**src/rtl/noc_to_di_buffer_pkg.sv**
```systemverilog
// Shared debug-interconnect definitions: flit widths, the header ODD bit and the DI word type.
package noc_to_di_buffer_pkg;

  localparam int NOC_FLIT_WIDTH = 32;
  localparam int DI_FLIT_WIDTH  = 16;
  localparam int HDR_ODD_BIT    = 16;

  typedef struct packed {
    logic [DI_FLIT_WIDTH-1:0] data;
    logic                     valid;
    logic                     last;
  } dii_flit;

endpackage

```
**src/rtl/noc_to_di_buffer_if.sv**
```systemverilog
// NoC-side flit input and DI-side word output of the NoC-to-DI splitter.
// Handshake: a transfer happens on a rising clk edge where valid and ready are both high; a source
// must hold its payload stable while valid is high and ready is low.
interface noc_to_di_buffer_if;
  import noc_to_di_buffer_pkg::*;

  logic [NOC_FLIT_WIDTH-1:0] in_flit_data;
  logic                      in_flit_valid;
  logic                      in_flit_last;
  logic                      in_flit_ready;
  dii_flit                   out_flit;
  logic                      out_flit_ready;

  modport slave (
    input  in_flit_data,
    input  in_flit_valid,
    input  in_flit_last,
    output in_flit_ready,
    output out_flit,
    input  out_flit_ready
  );

  modport master (
    output in_flit_data,
    output in_flit_valid,
    output in_flit_last,
    input  in_flit_ready,
    input  out_flit,
    output out_flit_ready
  );

endinterface

```
**src/rtl/noc_to_di_buffer.sv**
```systemverilog
// Splits 32-bit NoC packets into 16-bit DI words through a single registered output slot.
// The header gives one word; body flits give LSB then MSB, except an odd final flit (LSB only).
module noc_to_di_buffer
  import noc_to_di_buffer_pkg::*;
(
  input  logic                clk,
  input  logic                rst,
  noc_to_di_buffer_if.slave   bus,
  output logic [1:0]          o_dbg_state
);

  typedef enum logic [1:0] {
    HDR   = 2'd0,
    BODY  = 2'd1,
    UPPER = 2'd2
  } state_t;

  state_t                   r_state;
  state_t                   w_next;
  dii_flit                  r_out;
  logic [DI_FLIT_WIDTH-1:0] r_msb;
  logic                     r_msb_last;
  logic                     r_odd;

  logic                     w_slot_free;
  logic                     w_in_ready;
  logic                     w_accept;
  logic                     w_load;
  logic [DI_FLIT_WIDTH-1:0] w_load_data;
  logic                     w_load_last;
  logic                     w_cap_hdr;
  logic                     w_cap_body;

  // The slot may be refilled in the same cycle its current word is read.
  assign w_slot_free = ~r_out.valid | bus.out_flit_ready;
  assign w_in_ready  = (r_state != UPPER) & w_slot_free & ~rst;
  assign w_accept    = bus.in_flit_valid & w_in_ready;

  always_ff @(posedge clk) begin
    if (rst) begin
      r_state <= HDR;
    end else begin
      r_state <= w_next;
    end
  end

  always_comb begin
    w_next = r_state;
    case (r_state)
      HDR: begin
        if (w_accept && !bus.in_flit_last) w_next = BODY;
      end
      BODY: begin
        if (w_accept) w_next = (bus.in_flit_last && r_odd) ? HDR : UPPER;
      end
      UPPER: begin
        if (w_slot_free) w_next = r_msb_last ? HDR : BODY;
      end
      default: w_next = HDR;
    endcase
  end

  always_comb begin
    w_load      = 1'b0;
    w_load_data = '0;
    w_load_last = 1'b0;
    w_cap_hdr   = 1'b0;
    w_cap_body  = 1'b0;
    case (r_state)
      HDR: begin
        w_load      = w_accept;
        w_load_data = bus.in_flit_data[DI_FLIT_WIDTH-1:0];
        w_load_last = bus.in_flit_last;
        w_cap_hdr   = w_accept;
      end
      BODY: begin
        w_load      = w_accept;
        w_load_data = bus.in_flit_data[DI_FLIT_WIDTH-1:0];
        w_load_last = bus.in_flit_last & r_odd;
        w_cap_body  = w_accept;
      end
      UPPER: begin
        w_load      = w_slot_free;
        w_load_data = r_msb;
        w_load_last = r_msb_last;
      end
      default: ;
    endcase
  end

  always_ff @(posedge clk) begin
    if (rst) begin
      r_out      <= '0;
      r_msb      <= '0;
      r_msb_last <= 1'b0;
      r_odd      <= 1'b0;
    end else begin
      if (w_slot_free) begin
        if (w_load) begin
          r_out.data  <= w_load_data;
          r_out.valid <= 1'b1;
          r_out.last  <= w_load_last;
        end else begin
          r_out.valid <= 1'b0;
          r_out.last  <= 1'b0;
        end
      end
      if (w_cap_hdr) r_odd <= bus.in_flit_data[HDR_ODD_BIT];
      if (w_cap_body) begin
        r_msb      <= bus.in_flit_data[NOC_FLIT_WIDTH-1:DI_FLIT_WIDTH];
        r_msb_last <= bus.in_flit_last;
      end
    end
  end

  assign bus.in_flit_ready = w_in_ready;
  assign bus.out_flit      = r_out;
  assign o_dbg_state       = r_state;

endmodule

```
**src/flat_wrapper.sv**
```systemverilog
// flat-port wrapper written by rule: the top's interface ports become plain ports
module noc_to_di_buffer_flat import noc_to_di_buffer_pkg::*;
  (clk, rst, o_dbg_state, bus_in_flit_data, bus_in_flit_valid, bus_in_flit_last, bus_in_flit_ready, bus_out_flit, bus_out_flit_ready);
  noc_to_di_buffer_if bus_i ();
  input  logic clk;
  input  logic rst;
  output logic [1:0] o_dbg_state;
  input wire logic [$bits(bus_i.in_flit_data)-1:0] bus_in_flit_data;
  input wire logic [$bits(bus_i.in_flit_valid)-1:0] bus_in_flit_valid;
  input wire logic [$bits(bus_i.in_flit_last)-1:0] bus_in_flit_last;
  output wire logic [$bits(bus_i.in_flit_ready)-1:0] bus_in_flit_ready;
  output wire logic [$bits(bus_i.out_flit)-1:0] bus_out_flit;
  input wire logic [$bits(bus_i.out_flit_ready)-1:0] bus_out_flit_ready;
  assign bus_i.in_flit_data = bus_in_flit_data;
  assign bus_i.in_flit_valid = bus_in_flit_valid;
  assign bus_i.in_flit_last = bus_in_flit_last;
  assign bus_in_flit_ready = bus_i.in_flit_ready;
  assign bus_out_flit = bus_i.out_flit;
  assign bus_i.out_flit_ready = bus_out_flit_ready;
  noc_to_di_buffer u_core (.clk(clk), .rst(rst), .bus(bus_i), .o_dbg_state(o_dbg_state));
endmodule
```
**config.mk**
```make
export PLATFORM = sky130hd
export DESIGN_NAME = noc_to_di_buffer_flat
export DESIGN_NICKNAME = d
export VERILOG_FILES = /design/src/rtl/noc_to_di_buffer_pkg.sv /design/src/rtl/noc_to_di_buffer_if.sv /design/src/rtl/noc_to_di_buffer.sv /design/src/flat_wrapper.sv
export SDC_FILE = /design/constraint.sdc
export NUM_CORES = 1
export LEC_CHECK = 0
export BUFFER_PORTS_ARGS = -buffer_cell sky130_fd_sc_hd__buf_2
export CAP_MARGIN = 30
export CORE_ASPECT_RATIO = 1.2
export CORE_MARGIN = 2
export CORE_UTILIZATION = 45
export CTS_CLUSTER_SIZE = 25
export DETAILED_ROUTE_END_ITERATION = 8
export GPL_ROUTABILITY_DRIVEN = 0
export PLACE_DENSITY = 0.75
export SETUP_SLACK_MARGIN = 0.4
export SYNTH_ARGS = -nofsm -noshare
export SYNTH_HDL_FRONTEND = slang
export SYNTH_SLANG_ARGS = --single-unit
```
**constraint.sdc**
```tcl
create_clock -name clk -period 1.5 [get_ports clk]
set_clock_uncertainty 0.05 [all_clocks]
set_input_delay 0.375 -clock clk [delete_from_list [all_inputs] [get_ports clk]]
set_output_delay 0.375 -clock clk [all_outputs]
set_load 0.05 [all_outputs]
```
# After elaboration in Yosys (flattened, before gate mapping)
# Index checks and enable logic that the tools add are counted.
[word_totals]
out_inout_bits = 21
word_cells = 39
reg_bits = 38
[classes]
bitwise = 7
mux = 12
reduce_logical = 7
n_eq_ne = 6
[ops]
columns = ["cell", "count"]
rows = [
  ["16-bit case mux with 2 select lines", 1],
  ["2-bit 2-to-1 mux", 5],
  ["2-bit by 1-bit inequality test with 1-bit output (second input constant)", 3],
  ["2-bit case mux with 3 select lines", 1],
  ["1-bit AND", 4],
  ["1-bit 2-to-1 mux", 3],
  ["1-bit case mux with 3 select lines", 1],
  ["3-bit AND reduction", 1],
  ["2-bit by 1-bit equality test with 1-bit output (second input constant)", 1],
  ["2-bit equality test (second input constant)", 1],
  ["1-bit logical AND", 2],
  ["2-bit zero test", 1],
  ["2-bit inequality test (second input constant)", 1],
  ["1-bit inverter", 2],
  ["1-bit case mux with 2 select lines", 1],
  ["2-bit AND reduction", 1],
  ["2-bit OR reduction", 1],
  ["1-bit zero test", 1],
  ["1-bit bitwise OR", 1],
]

# Depth between registers and ports, before layout
[depth]
word_depth = 8
ltp_mapped = 8

# Worst setup path before layout
# No wires, ideal clock.
[synth_timing]
path_kind = "reg-to-output"
from = "register u_core.r_state[0] (netlist: u_core.o_dbg_state[0])"
to = "output port bus_in_flit_ready"
arrival_time_ns = 2.045
path_stages_with_launch = 4
setup_slack_ns = -0.970
path_buffers = 1
cell_sequence = "dfxtp_1 > and2b_1 > buf_6 > nor3_1"
[synth_between]
elab_chain_cells = 3
[synth_lines]
columns = ["element", "line_no", "text"]
rows = [
  ["from (decl)", "noc_to_di_buffer.sv:18", "state_t r_state;"],
  ["from (signal assigned)", "noc_to_di_buffer.sv:43", "r_state <= w_next;"],
  ["2-bit inequality test", "noc_to_di_buffer.sv:36", "assign w_in_ready = (r_state != UPPER) & w_slot_free & ~rst;"],
  ["1-bit AND (2 in series)", "noc_to_di_buffer.sv:36", ""],
  ["to (decl)", "flat_wrapper.sv:11", "output wire logic [$bits(bus_i.in_flit_ready)-1:0] bus_in_flit_ready;"],
]
# Every way passes these cells.

# Worst setup path after layout
# Same ends and word-level chain as after synthesis.

==> summary.md <==
| Metric | Value |
|---|---|
| Total negative slack | `-446 ps` |
| Worst skew pair latency | `290 ps` |
| ANT cells | `0` |
| Setup WS post-layout | `-113 ps` |
| Setup CP Type | `reg -> out` |
| Slowest stage delay, CP | `approximately 360 ps` |
| CP Buf/Inv Count | `1` |
| Internal | `about 1.7 mW` |
| NumNets Final | `300` |
| Status | `finished with violations` |
| Port-buffer cells | `between 50 and 60` |
| Reg-to-reg slack, setup | `-30 ps` |
| CP required | `about 1100 ps` |
| Final cycle utilization of the critical path | `108%` |
| DP Wirelength | `2600 um` |
| CP max FO | `2` |
| DRC errors left | `0` |
| Initial DRC Count | `40` |
| CTS clk-pin slew, worst paths | `about 80 ps` |
| Minimum clock period | `roughly 1600 ps` |
| Top post-synthesis cells by area | `dfxtp_1 (42%), a311oi_2 (11%), mux2i_1 (9.9%)` |
| Leakage power total | `around 1.1 nW` |
| Critical path's slowest cell | `dfxtp_4` |
| Fmax | `slightly above 0.6 GHz` |
| Sequential fraction of the synthesis area | `around two fifths` |
| Startpoint Class | `flip-flop` |
| Comb pwr share | `a little over a quarter` |
| Post-synth net total | `220` |
| I/O pin count | `58` |
| Number of enable flip-flop cells after synthesis | `0` |
| Sw frac | `roughly 30%` |
| Mapped Area | `approximately 1800 um^2` |
| # clock sinks | `38` |
| Final setup viols | `22` |
| Total congestion overflow | `0` |
| Core Footprint | `a little under 4000 um^2` |
| Psw | `between 700 and 800 uW` |
| Vias in the first global route | `1562` |
| Mapped Cells | `approximately 180` |
| Global-route wire length before repair | `~7000 um` |
| Clk pwr share | `about 30%` |
| HP Class | `in -> reg` |
| Top cell type's share of synthesized area | `approximately two fifths` |
| Critical Path Sink Type | `primary output` |
| Via/cell ratio | `between 5 and 6` |
| Crit-path leading delay family | `flip-flops` |
| CTS H-tree depth | `2` |
| Failing checks | `setup timing` |
| Total Routing Usage GR | `between 15 and 20%` |
| Drt pass-1 iters | `6` |
| CTS tree | `done` |
| WL per Instance | `~15 um` |
| Mean Syn Cell Area | `about 10 um^2` |
| Share of power burned in registers | `roughly 44%` |
| DRT antenna net count | `0` |
| Die Ht | `73.8 um` |
| Largest net degree at the start of global routing | `27` |
| Die X | `between 60 and 70 um` |
| Root buffer cell | `clkbuf_8` |
| Row Count | `25` |
| Crit path cell chain | `and2b_2 > nor3_4 > buf_6` |
| FF+latch count, synth | `38` |
| Initial Util | `46.8%` |
| Yosys warnings | `0` |
| Vias | `between 1500 and 2000` |
| Worst Path Arrival | `roughly 1200 ps` |
| CTS buffer count | `5` |
| Dominant cell type by area after synthesis | `dfxtp_1` |
| Most used DFF post-synth | `dfxtp_1` |
| Maxcap violations | `0` |
| Cell Pwr Density | `863 nW/um^2` |
| Clk buf depth | `2` |
| Share of cells above drive strength 1 | `a little under three fifths` |
| Die Area | `4590 um^2` |
| Rel. slew slack | `around three quarters` |
| Distinct cells, synth | `27` |
| Ys async rst share | `0%` |
| Peak supply drop | `701 uV` |
| Synth top cells by count | `dfxtp_1 (38), nor2_1 (38), mux2i_1 (18)` |
| Initial antenna violation count | `0` |
| Max-slew violation count | `0` |
| # hold bufs at CTS | `0` |
| Final Hold Vio Count | `0` |
| Min Hold Slack | `around 270 ps` |
| Worst-Margin Slew | `347 ps` |
| Detailed Route WL | `between 4000 and 5000 um` |
| Synthesis-to-layout area growth | `57.5%` |
| RSZ-0062 raised after global routing | `true` |
-- power by group through the flow --
stage / Sequential, mW / Clock (mW) / Combinational (mW)
final: 1.10 / 0.743 / 0.645
after global routing: 1.10 / 0.800 / 0.680
after CTS: 1.10 / 0.754 / 0.595
after detailed placement: 1.10 / 0 / 0.481
after global placement: 1.10 / 0 / 0.476
after floorplan: 1.23 / 0 / 0.226
-- worst min-delay path: stages --
cell and delay (ps):
buf_2 80, mux2i_1 50, nor2_1 70
-- worst paths after layout --
| check | startpoint | endpoint | depth (start not counted) |
|---|---|---|---|
| setup / recovery | u_core.o_dbg_state[0] | bus_in_flit_ready | 3 |
| hold / removal | bus_in_flit_data[17] | u_core.r_msb[1] | 3 |
| setup reg to reg | u_core.o_dbg_state[0] | u_core.r_msb[5] | 7 |
| hold reg to reg | u_core.r_msb[2] | u_core.r_msb[2] | 2 |
-- metal layers --
layer | routed length [um] | part of all wire, % | GRT usage, %
met1 | 1800 | 39 | 21.4
met2 | 2510 | 54 | 35.4
met3 | 203 | 4.4 | 4.75
met4 | 104 | 2.2 | 11.6
met5 | 0 | 0 | 0
-- area by class of cell --
type,instances,area [um^2]
multi-input cells,127,1030
well taps,54,67.6
flip-flops and latches,38,798
clock inverters,2,11.3
clock buffers,6,82.6
fillers,275,1030
repair buffers,91,885
-- state kept, by name, summed over array words and instances (netlist names) --
signal,cells
u_core.bus.out_flit,18
u_core.o_dbg_state,2
u_core.r_msb,16
u_core.r_msb_last,1
u_core.r_odd,1
-- layout by cell type (no fill, tap or decap), drive strengths merged --
cell	instances
a211oi	3
a32oi	1
o21ba	1
nor4b	1
and2b	1
nor2b	5
clkbuf	8
nor2	38
bufbuf	1
a21o	1
nor3	3
a22oi	1
clkinv	1
or4	1
nor3b	1
o21ai	2
nand3b	13
nand2b	16
a311oi	13
buf	88
inv	1
a21oi	5
nand2	3
dfxtp	38
mux2i	18
-- kinds of logic (layout without fill, tap and decap cells) --
kind of cell | after synthesis | count (layout) | synth area share [%]
DFF | 38 | 38 | 41.6
AOI/OAI and AO/OA | 27 | 27 | 16.5
muxes | 18 | 18 | 9.86
and+or+nand+nor | 82 | 82 | 24.2
buffers and inverters | 18 | 99 | 7.80
-- repair_timing --
action	CTS	global route
gates resized for setup	93	13
setup buffers	7	9
pin swaps	2	4
gates cloned	2	1
setup endpoints to repair	59	59
-- through the flow --
step / power, mW / std cells / worst slack (ps) / instance area (um^2) / util, %
detailed placement: 1.58 / 291 / -144 / 2250 / 57.5
CTS: 2.45 / 308 / -102 / 2750 / 70.3
global route: 2.58 / 318 / -175 / 2880 / 73.6
floorplan: 1.46 / 183 / -145 / 1890 / -
global placement: 1.58 / 291 / -102 / 2250 / 57.5
finish: 2.49 / 318 / -113 / 2880 / 73.6
No activity file was read; power rests on OpenSTA's default activity.
